[src/rtl/daq_frame_packer.sv]
// rtl/daq_frame_packer.sv - AD7606 multi-device conversion sequencer and FIFO frame packer
//
// Ports:
//   clk_i, reset_i        clock, synchronous active-high reset
//   en_i, period_i        conversion enable and start period in cycles
//   adc_mask_i, os_sel_i  device read mask and oversampling select (latched per frame)
//   os_o, conv_o, busy_i  AD7606 oversampling pins, CONVST, wired BUSY
//   cs_o, rd_o, db_i      per-device chip selects, read strobe, shared data bus
//   frstdata_i            AD7606 FRSTDATA
//   fifo_wrreq_o/data_o   downstream FIFO write port; fifo_afull_i blocks a new frame
//   drop_cnt_o            saturating dropped-frame count
//   timeout_o, frst_err_o sticky BUSY timeout and FRSTDATA mismatch flags
module daq_frame_packer #(
    parameter int          NUM_ADC      = 8,
    parameter int          CH_PER_ADC   = 8,
    parameter int          DW           = 16,
    parameter int          CONV_LOW     = 4,
    parameter int          RD_LOW       = 3,
    parameter int          RD_HIGH      = 2,
    parameter int          BUSY_TIMEOUT = 1024,
    parameter logic [15:0] SYNC_WORD    = 16'hA55A
) (
    input  logic               clk_i,
    input  logic               reset_i,
    input  logic               en_i,
    input  logic [23:0]        period_i,
    input  logic [NUM_ADC-1:0] adc_mask_i,
    input  logic [2:0]         os_sel_i,
    output logic [2:0]         os_o,
    output logic               conv_o,
    input  logic               busy_i,
    output logic [NUM_ADC-1:0] cs_o,
    output logic               rd_o,
    input  logic [DW-1:0]      db_i,
    input  logic               frstdata_i,
    output logic               fifo_wrreq_o,
    output logic [DW-1:0]      fifo_data_o,
    input  logic               fifo_afull_i,
    output logic [15:0]        drop_cnt_o,
    output logic               timeout_o,
    output logic               frst_err_o
);
    localparam int DEVW = (NUM_ADC > 1) ? $clog2(NUM_ADC) : 1;
    localparam int CHW  = (CH_PER_ADC > 1) ? $clog2(CH_PER_ADC) : 1;
    localparam int CW   = $clog2(BUSY_TIMEOUT + CONV_LOW + RD_LOW + RD_HIGH + 1);

    typedef enum logic [2:0] {
        S_IDLE, S_CONV, S_WAIT_HI, S_WAIT_LO, S_DECIDE, S_HDR, S_READ, S_DONE
    } state_t;
    typedef enum logic [1:0] {R_SETUP, R_LOW, R_HIGH} rphase_t;

    state_t             state, state_n;
    rphase_t            rph, rph_n;
    logic [CW-1:0]      cnt, cnt_n;
    logic [DEVW-1:0]    dev, dev_n;
    logic [CHW-1:0]     ch, ch_n;
    logic [23:0]        pcnt, pcnt_n, per_m1;
    logic               tick, pending, pending_n;
    logic [NUM_ADC-1:0] mask_q, mask_n, cs_n;
    logic [2:0]         os_n;
    logic [15:0]        seq, seq_n, drop_n;
    logic               tmo_n, ferr_n, wr_n, conv_n, rd_n, last_ch, last_ch_n;
    logic [DW-1:0]      data_n;
    logic [DEVW:0]      nd;

    // {found, index} of the lowest set mask bit at or above 'from'
    function automatic logic [DEVW:0] next_dev(input logic [NUM_ADC-1:0] m, input int from);
        logic [DEVW:0] r;
        r = '0;
        for (int i = NUM_ADC - 1; i >= 0; i--) begin
            if (m[i] && i >= from) r = {1'b1, DEVW'(i)};
        end
        return r;
    endfunction

    function automatic logic [15:0] sat_inc(input logic [15:0] v);
        return (v == 16'hFFFF) ? v : v + 16'd1;
    endfunction

    always_comb begin
        state_n   = state;
        rph_n     = rph;
        cnt_n     = cnt;
        dev_n     = dev;
        ch_n      = ch;
        mask_n    = mask_q;
        os_n      = os_o;
        seq_n     = seq;
        drop_n    = drop_cnt_o;
        tmo_n     = timeout_o;
        ferr_n    = frst_err_o;
        wr_n      = 1'b0;
        data_n    = fifo_data_o;
        nd        = '0;
        last_ch   = (ch == CHW'(CH_PER_ADC - 1));

        // period_i of 0 behaves as 1; '>=' recovers if period_i shrinks below the count
        per_m1    = (period_i == 24'd0) ? 24'd0 : period_i - 24'd1;
        tick      = en_i && (pcnt >= per_m1);
        pcnt_n    = (!en_i || tick) ? 24'd0 : pcnt + 24'd1;
        pending_n = pending;
        if (!en_i)
            pending_n = 1'b0;
        else if (tick && state != S_IDLE)
            pending_n = 1'b1;

        case (state)
            S_IDLE: if (en_i && (tick || pending)) begin
                state_n   = S_CONV;
                cnt_n     = '0;
                pending_n = 1'b0;
                mask_n    = adc_mask_i;
                os_n      = os_sel_i;
            end
            S_CONV: if (cnt == CW'(CONV_LOW - 1)) begin
                state_n = S_WAIT_HI;
                cnt_n   = '0;
            end else cnt_n = cnt + 1'b1;
            S_WAIT_HI: if (busy_i) begin
                state_n = S_WAIT_LO;
                cnt_n   = '0;
            end else if (cnt == CW'(BUSY_TIMEOUT - 1)) begin
                state_n = S_IDLE;
                tmo_n   = 1'b1;
                drop_n  = sat_inc(drop_cnt_o);
                seq_n   = seq + 16'd1;
            end else cnt_n = cnt + 1'b1;
            S_WAIT_LO: if (!busy_i) begin
                state_n = S_DECIDE;
            end else if (cnt == CW'(BUSY_TIMEOUT - 1)) begin
                state_n = S_IDLE;
                tmo_n   = 1'b1;
                drop_n  = sat_inc(drop_cnt_o);
                seq_n   = seq + 16'd1;
            end else cnt_n = cnt + 1'b1;
            S_DECIDE: if (fifo_afull_i) begin
                state_n = S_IDLE;
                drop_n  = sat_inc(drop_cnt_o);
                seq_n   = seq + 16'd1;
            end else begin
                state_n = S_HDR;
                cnt_n   = '0;
                wr_n    = 1'b1;
                data_n  = DW'(SYNC_WORD);
            end
            // Each header word is set up on the edge entering its cycle
            S_HDR: if (cnt == '0) begin
                cnt_n  = CW'(1);
                wr_n   = 1'b1;
                data_n = DW'(seq);
            end else if (cnt == CW'(1)) begin
                cnt_n  = CW'(2);
                wr_n   = 1'b1;
                data_n = DW'(mask_q);
            end else begin
                nd = next_dev(mask_q, 0);
                if (nd[DEVW]) begin
                    state_n = S_READ;
                    rph_n   = R_SETUP;
                    dev_n   = nd[DEVW-1:0];
                    ch_n    = '0;
                    cnt_n   = '0;
                end else state_n = S_DONE;
            end
            S_READ: case (rph)
                R_SETUP: begin
                    rph_n = R_LOW;
                    cnt_n = '0;
                end
                R_LOW: if (cnt == CW'(RD_LOW - 1)) begin
                    // This edge ends the low phase: capture bus and FRSTDATA together
                    rph_n  = R_HIGH;
                    cnt_n  = '0;
                    wr_n   = 1'b1;
                    data_n = db_i;
                    if ((ch == '0) ? !frstdata_i : frstdata_i) ferr_n = 1'b1;
                end else cnt_n = cnt + 1'b1;
                default: if (cnt == CW'(RD_HIGH - 1)) begin
                    if (!last_ch) begin
                        rph_n = R_LOW;
                        cnt_n = '0;
                        ch_n  = ch + 1'b1;
                    end else begin
                        nd = next_dev(mask_q, int'(dev) + 1);
                        if (nd[DEVW]) begin
                            rph_n = R_SETUP;
                            dev_n = nd[DEVW-1:0];
                            ch_n  = '0;
                            cnt_n = '0;
                        end else state_n = S_DONE;
                    end
                end else cnt_n = cnt + 1'b1;
            endcase
            S_DONE: begin
                seq_n   = seq + 16'd1;
                state_n = S_IDLE;
            end
            default: state_n = S_IDLE;
        endcase

        // Strobes are registered from the next state so they are glitch-free and
        // line up with the state they belong to.
        last_ch_n = (ch_n == CHW'(CH_PER_ADC - 1));
        conv_n    = (state_n != S_CONV);
        rd_n      = !(state_n == S_READ && rph_n == R_LOW);
        cs_n      = '1;
        // After the last rd rise of a device, cs stays low for exactly one cycle
        if (state_n == S_READ && !(rph_n == R_HIGH && last_ch_n && cnt_n != '0))
            cs_n[dev_n] = 1'b0;
    end

    always_ff @(posedge clk_i) begin
        if (reset_i) begin
            state        <= S_IDLE;
            rph          <= R_SETUP;
            cnt          <= '0;
            dev          <= '0;
            ch           <= '0;
            pcnt         <= '0;
            pending      <= 1'b0;
            mask_q       <= '0;
            seq          <= '0;
            os_o         <= '0;
            drop_cnt_o   <= '0;
            timeout_o    <= 1'b0;
            frst_err_o   <= 1'b0;
            fifo_wrreq_o <= 1'b0;
            fifo_data_o  <= '0;
            conv_o       <= 1'b1;
            cs_o         <= '1;
            rd_o         <= 1'b1;
        end else begin
            state        <= state_n;
            rph          <= rph_n;
            cnt          <= cnt_n;
            dev          <= dev_n;
            ch           <= ch_n;
            pcnt         <= pcnt_n;
            pending      <= pending_n;
            mask_q       <= mask_n;
            seq          <= seq_n;
            os_o         <= os_n;
            drop_cnt_o   <= drop_n;
            timeout_o    <= tmo_n;
            frst_err_o   <= ferr_n;
            fifo_wrreq_o <= wr_n;
            fifo_data_o  <= data_n;
            conv_o       <= conv_n;
            cs_o         <= cs_n;
            rd_o         <= rd_n;
        end
    end
endmodule

[config.mk]
export PLATFORM = sky130hd
export DESIGN_NAME = daq_frame_packer
export DESIGN_NICKNAME = d
export VERILOG_FILES = /design/src/rtl/daq_frame_packer.sv
export SDC_FILE = /design/constraint.sdc
export NUM_CORES = 1
export LEC_CHECK = 0
export BUFFER_PORTS_ARGS = -buffer_cell sky130_fd_sc_hd__buf_2
export CAP_MARGIN = 15
export CORE_MARGIN = 2
export CORE_UTILIZATION = 45
export CTS_CLUSTER_DIAMETER = 40
export DETAILED_ROUTE_END_ITERATION = 10
export HOLD_SLACK_MARGIN = 0.15
export PLACE_DENSITY = 0.63
export SLEW_MARGIN = 20
export SYNTH_ARGS = -nofsm -noshare
export SYNTH_HDL_FRONTEND = slang
export SYNTH_SLANG_ARGS = --single-unit
[constraint.sdc]
create_clock -name clk_i -period 5.7 [get_ports clk_i]
set_input_delay 1.14 -clock clk_i [delete_from_list [all_inputs] [get_ports clk_i]]
set_output_delay 1.14 -clock clk_i [all_outputs]
set_load 0.01 [all_outputs]
# After elaboration in Yosys (flattened, before gate mapping)
# Cells that the tools add are included.
dict set report totals {
  out_inout_bits 48
  inputBits 57
  wordCells 218
  ff_bits 119
}
dict set report classes {
  bitwise 2
  n_reduce_logical 42
  n_addsub 7
  eq_ne 26
  muxes 112
  n_lt_le_gt_ge 11
}
# operator n
set op_table {}
lappend op_table {{$mux W16} 14}
lappend op_table {{$mux W11} 13}
lappend op_table {{$pmux W16 S3} 2}
lappend op_table {{$mux W4} 23}
lappend op_table {{$mux W3} 26}
lappend op_table {{$pmux W11 S7} 1}
lappend op_table {{$pmux W16 S4} 1}
lappend op_table {{$add A16 B1 Y16 const B} 2}
lappend op_table {{$add A24 B1 Y24 const B} 1}
lappend op_table {{$ge A24 B24 Y1} 1}
lappend op_table {{$logic_not A24 Y1} 1}
lappend op_table {{$mux W24} 1}
lappend op_table {{$pmux W3 S8} 1}
lappend op_table {{$sub A24 B1 Y24 const B} 1}
lappend op_table {{$eq A11 B2 Y1 const B} 2}
lappend op_table {{$pmux W11 S2} 1}
lappend op_table {{$eq A3 B3 Y1 const B} 7}
lappend op_table {{$eq A16 B16 Y1 const B} 1}
lappend op_table {{$ge A3 B4 Y1 const A} 4}
lappend op_table {{$logic_and A1 B1 Y1} 16}
lappend op_table {{$mux W1} 15}
lappend op_table {{$mux W2} 7}
lappend op_table {{$ne A2 B2 Y1 const B} 6}
lappend op_table {{$pmux W3 S2} 2}
lappend op_table {{35 further kinds} 51}

# Longest topological paths before layout
# Gate-level depths: netlist of run 1.
dict set report logic_depth {
  depth_word 27
  depth_mapped 18
  mapped_depth_nobuf 16
}

# Worst setup path before layout of run 1
# No wires, ideal clock.
dict set report synth_timing {
  kind {in2reg}
  start {input period_i[7]}
  end {register mask_q[0]}
  path_buffers 2
  path_stages 17
  arrival_ps 5010
  setup_ps 128
  required_time_ps 5572
  setup_slack_ps 562
  path_cell_list {or4_1 nor3_1 and4_1 clkbuf_1 nand2b_1 nor2_1 a22oi_1 ha_1 nand4_1 nor4_1 a211o_1 nor4_2 nor2_1 o21ai_0 buf_2 mux2i_1 nor2_1}
}
dict set report synth_via {
  elab_chain_len 7
  word_cells_on_any_way 8
  classes_between {add/sub (1); order compare (1); mux (1); reduce/logical (5)}
}
# element line_no
set synth_rtl {}
lappend synth_rtl {{start: declaration} 26} ;# input logic [23:0] period_i,
lappend synth_rtl {{$sub A24 B1 Y24 / $logic_not A24 Y1 (equally long branches)} 98} ;# per_m1 = (period_i == 24'd0) ? 24'd0 : period_i - 24'd1;
lappend synth_rtl {{$mux W24 (*)} 98}
lappend synth_rtl {{$ge A24 B24 Y1 (*)} 99} ;# tick = en_i && (pcnt >= per_m1);
lappend synth_rtl {{$logic_and A1 B1 Y1 (*)} 99}
lappend synth_rtl {{$logic_or A1 B1 Y1 (*)} 108} ;# S_IDLE: if (en_i && (tick || pending)) begin
lappend synth_rtl {{$logic_and A1 B1 Y1 (*)} 108}
lappend synth_rtl {{$reduce_and A2 Y1 (no line) (*)} n/a}
lappend synth_rtl {{end signal: assignment} 240} ;# mask_q <= mask_n;
lappend synth_rtl {{end: declaration} 59} ;# logic [NUM_ADC-1:0] mask_q, mask_n, cs_n;
# Mark *: on every way between the ends. The rest lies on a longest branch, timed or not.
# A chain may end at the register's enable or synchronous reset.

# Final worst setup path of run 1
dict set report layout_timing {
  start {input period_i[7]}
  end {register cs_o[1]}
}
dict set report layout_via {
  elab_chain_len 14
  word_cells_on_any_way 18
  classes_between {add/sub (1); order compare (1); eq/ne (1); mux (5); bitwise (1); reduce/logical (9)}
}
# element line_no
set layout_rtl {}
lappend layout_rtl {{$sub A24 B1 Y24 / $logic_not A24 Y1 (equally long branches)} 98}
lappend layout_rtl {{$mux W24 (*)} 98}
lappend layout_rtl {{$ge A24 B24 Y1 (*)} 99}
lappend layout_rtl {{$logic_and A1 B1 Y1 (*)} 99}
lappend layout_rtl {{$logic_or A1 B1 Y1 (*)} 108}
lappend layout_rtl {{$logic_and A1 B1 Y1 (*)} 108}
lappend layout_rtl {{$mux W11} 108}
lappend layout_rtl {{$pmux W11 S7} 107} ;# case (state)
lappend layout_rtl {{$reduce_bool A11 Y1} 208} ;# if (state_n == S_READ && !(rph_n == R_HIGH && last_ch_n && cnt_n != '0))
lappend layout_rtl {{$logic_and A1 B1 Y1} 208}
lappend layout_rtl {{$logic_not A1 Y1} 208}
lappend layout_rtl {{$logic_and A1 B1 Y1 (*)} 208}
lappend layout_rtl {{$not A1 Y1 (no line) (*)} n/a}
lappend layout_rtl {{$reduce_or A2 Y1 (no line) (*)} n/a}
lappend layout_rtl {{end signal: assignment} 249} ;# cs_o <= cs_n;
lappend layout_rtl {{end: declaration} 32} ;# output logic [NUM_ADC-1:0] cs_o,
# Marked as above.

==> summary.md, run 1 <==
| Metric | Value |
|---|---|
| Post-Syn Area | 7420 um^2 |
| Most common library cells after synthesis | 148 x nor2_1, 119 x dfxtp_1, 69 x nand2_1 |
| Drt initial violations | between 500 and 600 |
| Initial Util | 46.4% |
| Tmin final | approximately 5.2 ns |
| WP data required | 5.97 ns |
| Max Root-Sink Buffers | 2 |
| Total wire length | around 20 mm |
| Most area-consuming cells after synthesis | dfxtp_1 32%, nor2_1 7.5%, ha_1 6.2%, xor2_1 4.5%, a21oi_1 3.6% |
| Critical path class | in -> reg |
| Slew of the pin with the lowest slew margin | 0.895 ns |
| RSZ-0062 raised after global routing | no |
| First-pass GRT wire length | 33.6 mm |
| Synth Register Bits | 119 |
| Max Used Layer | met4 |
| Count of input and output buffers | 104 |
| Average wire per standard cell | 16.1 um |
| Peak Freq | 0.192 GHz |
| DRT Pass-1 Iters | 5 |
| CP Capture Type | register |
| Largest net degree at the start of global routing | 79 |
| Wire length on met1 | 9.70 mm |
| ANT nets after route | 0 |
| Final Setup Violations | 0 |
| Layout cells sized above 1 | 15.7% |
| Vias in the first global route | 6716 |
| Total number of vias | 7211 |
| Post-synth EDFFs | 0 |
| Normalized max-slew margin | 40.3% |
| Worst skew pair latency | 0.43 ns |
| Total gr overflow | 0 |
| Die Span Y | between 100 and 150 um |
| Post-synth top area share | 32.1% |
| Hold Crit Class | reg -> reg |
| Dominant synthesized flop cell | dfxtp_1 |
| Clk_skew | roughly 0.011 ns |
| Most numerous cell in the Yosys netlist | nor2_1 |
| Final Hold Viols | 0 |
| Antenna violations before repair | 1 |
| Power per cell area | 230 nW/um^2 |
| Final Instance Area | 8740 um^2 |
| Met2 WL post-DR | 8.87 mm |
| DRC | 0 |
| Nets@finish | 1132 |
| Syn-to-layout area delta | 17.8% |
| CTS tree | built |
| LEAKAGE | ~3.5 nW |
| Die Span X | 132 um |
| Setup WS pre-CTS | -0.0845 ns |
| Clk slew on worst S/H paths | 0.06 ns |
| H-tree levels | 4 |
| Top cell type by total area after synthesis | dfxtp_1 |
| Num ports | 105 |
| HP Start | frst_err_o |
| Status | completed |
| Met3 WL post-DR | 1.40 mm |
| Final period util | 91.3% |
| FFs w/ async S/R, synth | 0% |
| Critical path startpoint | period_i[7] |
| Post-DP Area | 8150 um^2 |
| Post-synth cell types | 71 |
| R2r startpoint | cnt[2] |
| Number of buffers created by CTS | 17 |
| Via/cell ratio | 5.69 |
| Synth Net Count | 1033 |
| FF-to-FF setup slack | 2.06 ns |
| Final setup margin | 0.493 ns |
| Crit Path Max Fanout | 8 |
| Maxcap violations | 0 |
| Core region area | 16000 um^2 |
| # rows | 46 |
| YS warnings | 0 |
| Worst EP arrival | 5.47 ns |
| CTS root buf | clkbuf_16 |
| GR Util All Layers | 23.3% |
| Syn_area_per_cell | 7.90 um^2 |
| Seq/Total Area, Yosys | roughly a third |
| Cells after Synth | 939 |
| CP Launch Type | input port |
| Worst vdd ir | 0.238 mV |
| Setup Fix Bufs, Post-CTS | 0 |
| Total die area | 17500 um^2 |
| Clk sinks | 119 |
| Final Slew Violations | 0 |
| RePlAce Congestion | 0.917 |
| DP Wirelength | roughly 15 mm |
==> per-stage QoR <==
step                setup TNS, ns  hold WS, ns  power, W  util (%)  cells
finish                          0        0.470   0.00201      54.6   1268
global placement                0        0.442  0.000965      50.9   1235
CTS                             0        0.468   0.00204      54.6   1267
global route                    0        0.509   0.00208      54.6   1267
detailed placement         -0.489        0.452  0.000966      50.9   1235
floorplan                       0        0.471  0.000921         -    939
==> final timing paths <==
path	end	cells past startpoint
worst max register to register	cs_o[1]	8
worst min-delay path	frst_err_o	2
worst max-delay path	cs_o[1]	16
worst min register to register	frst_err_o	2
==> flip-flops by register name (all words and copies together), names as in the netlist, 8 cells and up <==
register     flops
cs_o             8
fifo_data_o     16
pcnt            24
seq             16
cnt             11
drop_cnt_o      16
mask_q           8
==> cell families (layout without fill, tap and decap cells) <==
family | Yosys count | count (layout) | share of synthesized area [%]
muxes | 23 | 23 | 3.10
and+or+nand+nor | 426 | 426 | 28.6
buffers and inverters | 63 | 175 | 3.34
adders and majority gates | 37 | 37 | 6.24
xor gates and xnor gates | 63 | 63 | 7.44
other | 0 | 1 | 0
DFF | 119 | 119 | 32.1
AOI/OAI and AO/OA | 208 | 208 | 19.2
==> critical path: stages <==
cell and delay, ns:
buf_2 0.11, or4_1 0.57, nor3_2 0.28, nand3_1 0.32, nor4_1 0.34, xor2_1 0.19
nand2_1 0.09, ha_1 0.32, nand4_1 0.13, nor4_1 0.33, o211a_1 0.26, nor4_2 0.08
a21oi_1 0.35, a41oi_1 0.26, nor4_4 0.50, a32oi_1 0.19
==> final cells by class <==
class,count,area [um^2]
diodes,1,2.50
clock buffers,19,443
clock inverters,13,136
fillers,1619,7260
inverters,28,105
multi-input cells,757,4800
flip-flops and latches,119,2380
well taps,216,270
repair buffers,115,603
==> routing by layer <==
metal	track usage (%)	vias to the layer above
met5	0	-
met4	8.72	0
met3	5.40	31
met2	35.0	246
met1	32.6	3294
li1	-	3640
==> placed cells by master (no fill, tap or decap), types with 4 or more instances in the layout <==
cell         n
o21bai_1     4
a22o_1       5
buf_4       11
and2_1       9
xnor2_1     25
a31oi_1      8
inv_6        5
nand2_1     69
and3_1      14
nor2b_1      6
or4_1        5
a21oi_1     53
o21ai_0     34
nand4_1     19
clkbuf_16   17
nor3_1      37
o22ai_1      5
and4_1       7
or2_2        4
ha_1        37
inv_1       28
nand3_1     45
a22oi_1     12
o211ai_1     8
nand2b_1    13
dfxtp_1    119
mux2i_1     23
nor2_1     148
xor2_1      38
a211oi_1    14
a32oi_1      9
o21a_1       6
nor4_1      15
buf_2      104
or3_1       15
o2bb2ai_1    4
o31ai_1      5
==> where the power goes <==
group | internal [W] | total (W) | switching, W
logic | 0.0000458 | 0.000111 | 0.0000650
clock network | 0.000625 | 0.00106 | 0.000439
registers | 0.000833 | 0.000838 | 0.00000436
==> what timing repair did <==
| action | in CTS | in global routing |
|---|---|---|
| hold buffers | 0 | 0 |
| endpoints found under the setup margin | 0 | 8 |
| gates resized for setup | 0 | 1 |
Note: power is estimated with default switching activity, not from simulation.
==> run 2: changes to the inputs <==
--- a/config.mk
+++ b/config.mk
@@ -9,7 +9,7 @@
 export CAP_MARGIN = 15
 export CORE_MARGIN = 2
 export CORE_UTILIZATION = 45
-export CTS_CLUSTER_DIAMETER = 40
+export CTS_CLUSTER_DIAMETER = 100
 export DETAILED_ROUTE_END_ITERATION = 10
 export HOLD_SLACK_MARGIN = 0.15
 export PLACE_DENSITY = 0.63
==> constraint.sdc (replaced) <==
create_clock -name clk_i -period 6 [get_ports clk_i]
set_input_delay 1.2 -clock clk_i [delete_from_list [all_inputs] [get_ports clk_i]]
set_output_delay 1.2 -clock clk_i [all_outputs]
set_load 0.01 [all_outputs]
==> run 2 against run 1 <==
Compared with the run above: global-route usage shrank 0.078 points; core utilization shrank 0.27 points; sequential cell count is the same; routed wire length shrank 1.6%; clock power shrank 5%; setup slack gained 0.040 ns; critical path depth is the same; critical endpoint unchanged; largest cell class unchanged.
==> summary.md, run 2 (synthesized netlist as in run 1, its figures left out) <==
| Metric | Value |
|---|---|
| Status | completed |
| Finished Layout Cells | between 1000 and 1500 |
| CP max stage delay | 0.58 ns |
| Initial Util | about 46% |
| Buf+Inv Stages, Crit Path | 1 |
| Leading cell type in the layout, fill and taps excluded | nor2_1 |
| Total power | 0.00191 W |
| DRC | 0 |
| ANT nets after route | 0 |
| GR Util All Layers | 23.2% |
| Final period util | 91.1% |
| CTS tree | built |
| Maxcap violations | 0 |
| Hold Crit Class | reg -> reg |
| Average wire per standard cell | 15.9 um |
| Total wire length | 20.1 mm |
| Antenna violations before repair | 2 |
| Critical-path cell list | buf_2 -> or4_1 -> nor4_1 -> nor2b_1 -> nand2b_1 -> nor2_1 -> a22oi_1 -> ha_1 -> nand4_1 -> nor4_1 -> o211a_1 -> nor4_2 -> a21oi_1 -> a41oi_1 -> nor4_4 -> a32oi_1 |
| Core region area | 16000 um^2 |
| Total gr overflow | 0 |
| RSZ-0062 raised after global routing | no |
| RePlAce Congestion | roughly 0.91 |
| Cells after DPL | 1230 |
| HP Start | timeout_o |
| Die Span X | 132 um |
| Worst Hold Depth | 2 |
| Max Root-Sink Buffers | 2 |
| Power per cell area | 220 nW/um^2 |
| Nets@finish | about 1100 |
| Worst vdd ir | between 0.2 and 0.25 mV |
| Sequential Area | 2380 um^2 |
| Met1 Use GR | roughly a third |
| Total die area | 17500 um^2 |
| Final Slew Violations | 0 |
| FF-to-FF setup slack | approximately 2.4 ns |
| Normalized max-slew margin | 37.9% |
| Worst Reg-to-Reg Cells | 6 |
| Total number of vias | just over 7000 |
| Peak Freq | 0.183 GHz |
| Clk_skew | between 0.01 and 0.015 ns |
| First-pass GRT wire length | 33.6 mm |
| Final Setup Violations | 0 |
| Largest net degree at the start of global routing | between 70 and 80 |
| Commonest non-fill, non-tap cells in the layout | 148 x nor2_1, 119 x dfxtp_1, 104 x buf_2 |
| Highest-delay cell along the critical path | or4_1 |
| Area of the multi-input gates | 4790 um^2 |
| Via/cell ratio | 5.65 |
| Worst skew pair latency | 0.43 ns |
| WHS Endpoint | timeout_o |
| Number of buffers created by CTS | 17 |
| Final Hold Viols | 0 |
| CTS root buf | clkbuf_16 |
| Hold-fix buffers, CTS | 0 |
| Clk sinks | 119 |
| Tmin final | about 5.5 ns |
| Largest register by flop count | pcnt |
| DRT Pass-1 Iters | 7 |
| # rows | 46 |
| Setup Fix Bufs, Post-CTS | 0 |
| Crit Path Max Fanout | 9 |
| M2 GR Usage | 35.3% |
| DP Wirelength | 14.6 mm |
| LEAKAGE | 3.53 nW |
| Die Span Y | 132 um |
| Drt initial violations | 458 |
| Syn-to-layout area delta | 17.2% |
| Fin Setup TNS | 0 ns |
| WP data required | approximately 6.3 ns |
| Most frequent CP cell | nor4_1 |
| Clk slew on worst S/H paths | roughly 0.060 ns |
| Fillers | between 1500 and 2000 |
| R2r startpoint | cnt[2] |
| Max reg flops | 24 |
| Final Core Density | 54.3% |
| CTS resizes | 0 |
| Num ports | between 100 and 150 |
| Reg-to-reg critical path endpoint | fifo_data_o[4] |
| Worst EP arrival | 5.74 ns |
| H-tree levels | 4 |
| Vias in the first global route | around 6600 |
| Count of input and output buffers | 104 |
| Critical path class | in -> reg |
| CP Capture Type | register |
| Slew of the pin with the lowest slew margin | 0.931 ns |
| Kind of cell adding the most delay to the critical path | simple AND/OR/NAND/NOR gates |
| Busiest layer in global routing | met2 |
| Global Route met3 Usage | 5.44% |
| Layout cells sized above 1 | 15.3% |
| CP Launch Type | input port |
| Final Hold Slack | roughly 0.46 ns |
==> run 2: changes by cell type in the layout (fill, tap and decap cells not counted), sizes merged <==
cell	before	now
clkbuf	19	18
buf	115	110
clkinv	2	6
clkinvlp	3	0
==> run 2: power breakdown <==
part           total (W)  leakage, nW  switching [W]  internal, W
clock network    0.00101        0.288       0.000416     0.000591
registers       0.000797        0.959     0.00000476     0.000792
logic           0.000105         2.28      0.0000615    0.0000431
total            0.00191         3.53       0.000482      0.00143
==> run 2: through the flow <==
stage | worst slack [ns] | cell area, um^2
6_report | 0.533 | 8690
3_3_place_gp | 0.411 | 8110
5_1_grt | 0.0336 | 8690
3_5_place_dp | 0.171 | 8110
4_1_cts | 0.628 | 8690
2_1_floorplan | 0.802 | 7420
==> run 2: area by class of cell <==
class                      count  share of cell area [%]
multi-input combinational    757                    55.1
clock buffer                  18                    5.05
timing repair buffer         110                    6.50
antenna                        1                  0.0288
clock inverter                14                    1.60
tap                          216                    3.11
inverter                      28                    1.21
sequential                   119                    27.4
==> run 2: worst reg2reg max path, cell delays in order, from the launching register on <==
cell and delay [ns]:
dfxtp_1 0.44, or4_4 0.63, o41ai_1 0.77, and3_1 0.90
o21ai_1 0.41, a21oi_1 0.25, nor3_1 0.07
==> run 2: how the worst max path moves through the flow <==
stage | startpoint | endpoint | slack [ns] | cells after the start
2_1_floorplan | period_i[7] | mask_q[0] | 0.80 | 17
3_3_place_gp | period_i[5] | cs_o[7] | 0.41 | 16
3_5_place_dp | period_i[13] | cs_o[1] | 0.17 | 16
4_1_cts | period_i[13] | cs_o[1] | 0.63 | 16
5_1_grt | period_i[13] | cs_o[1] | 0.03 | 16
6_report | period_i[13] | cs_o[1] | 0.53 | 16
==> run 2: layer usage <==
metal  vias up  share of wire [%]  wire [um]
li1       3622                  -          -
met3        23                7.0       1420
met4         0                1.9        372
met1      3288                 47       9420
met2       209                 44       8900
met5         -                  0          0
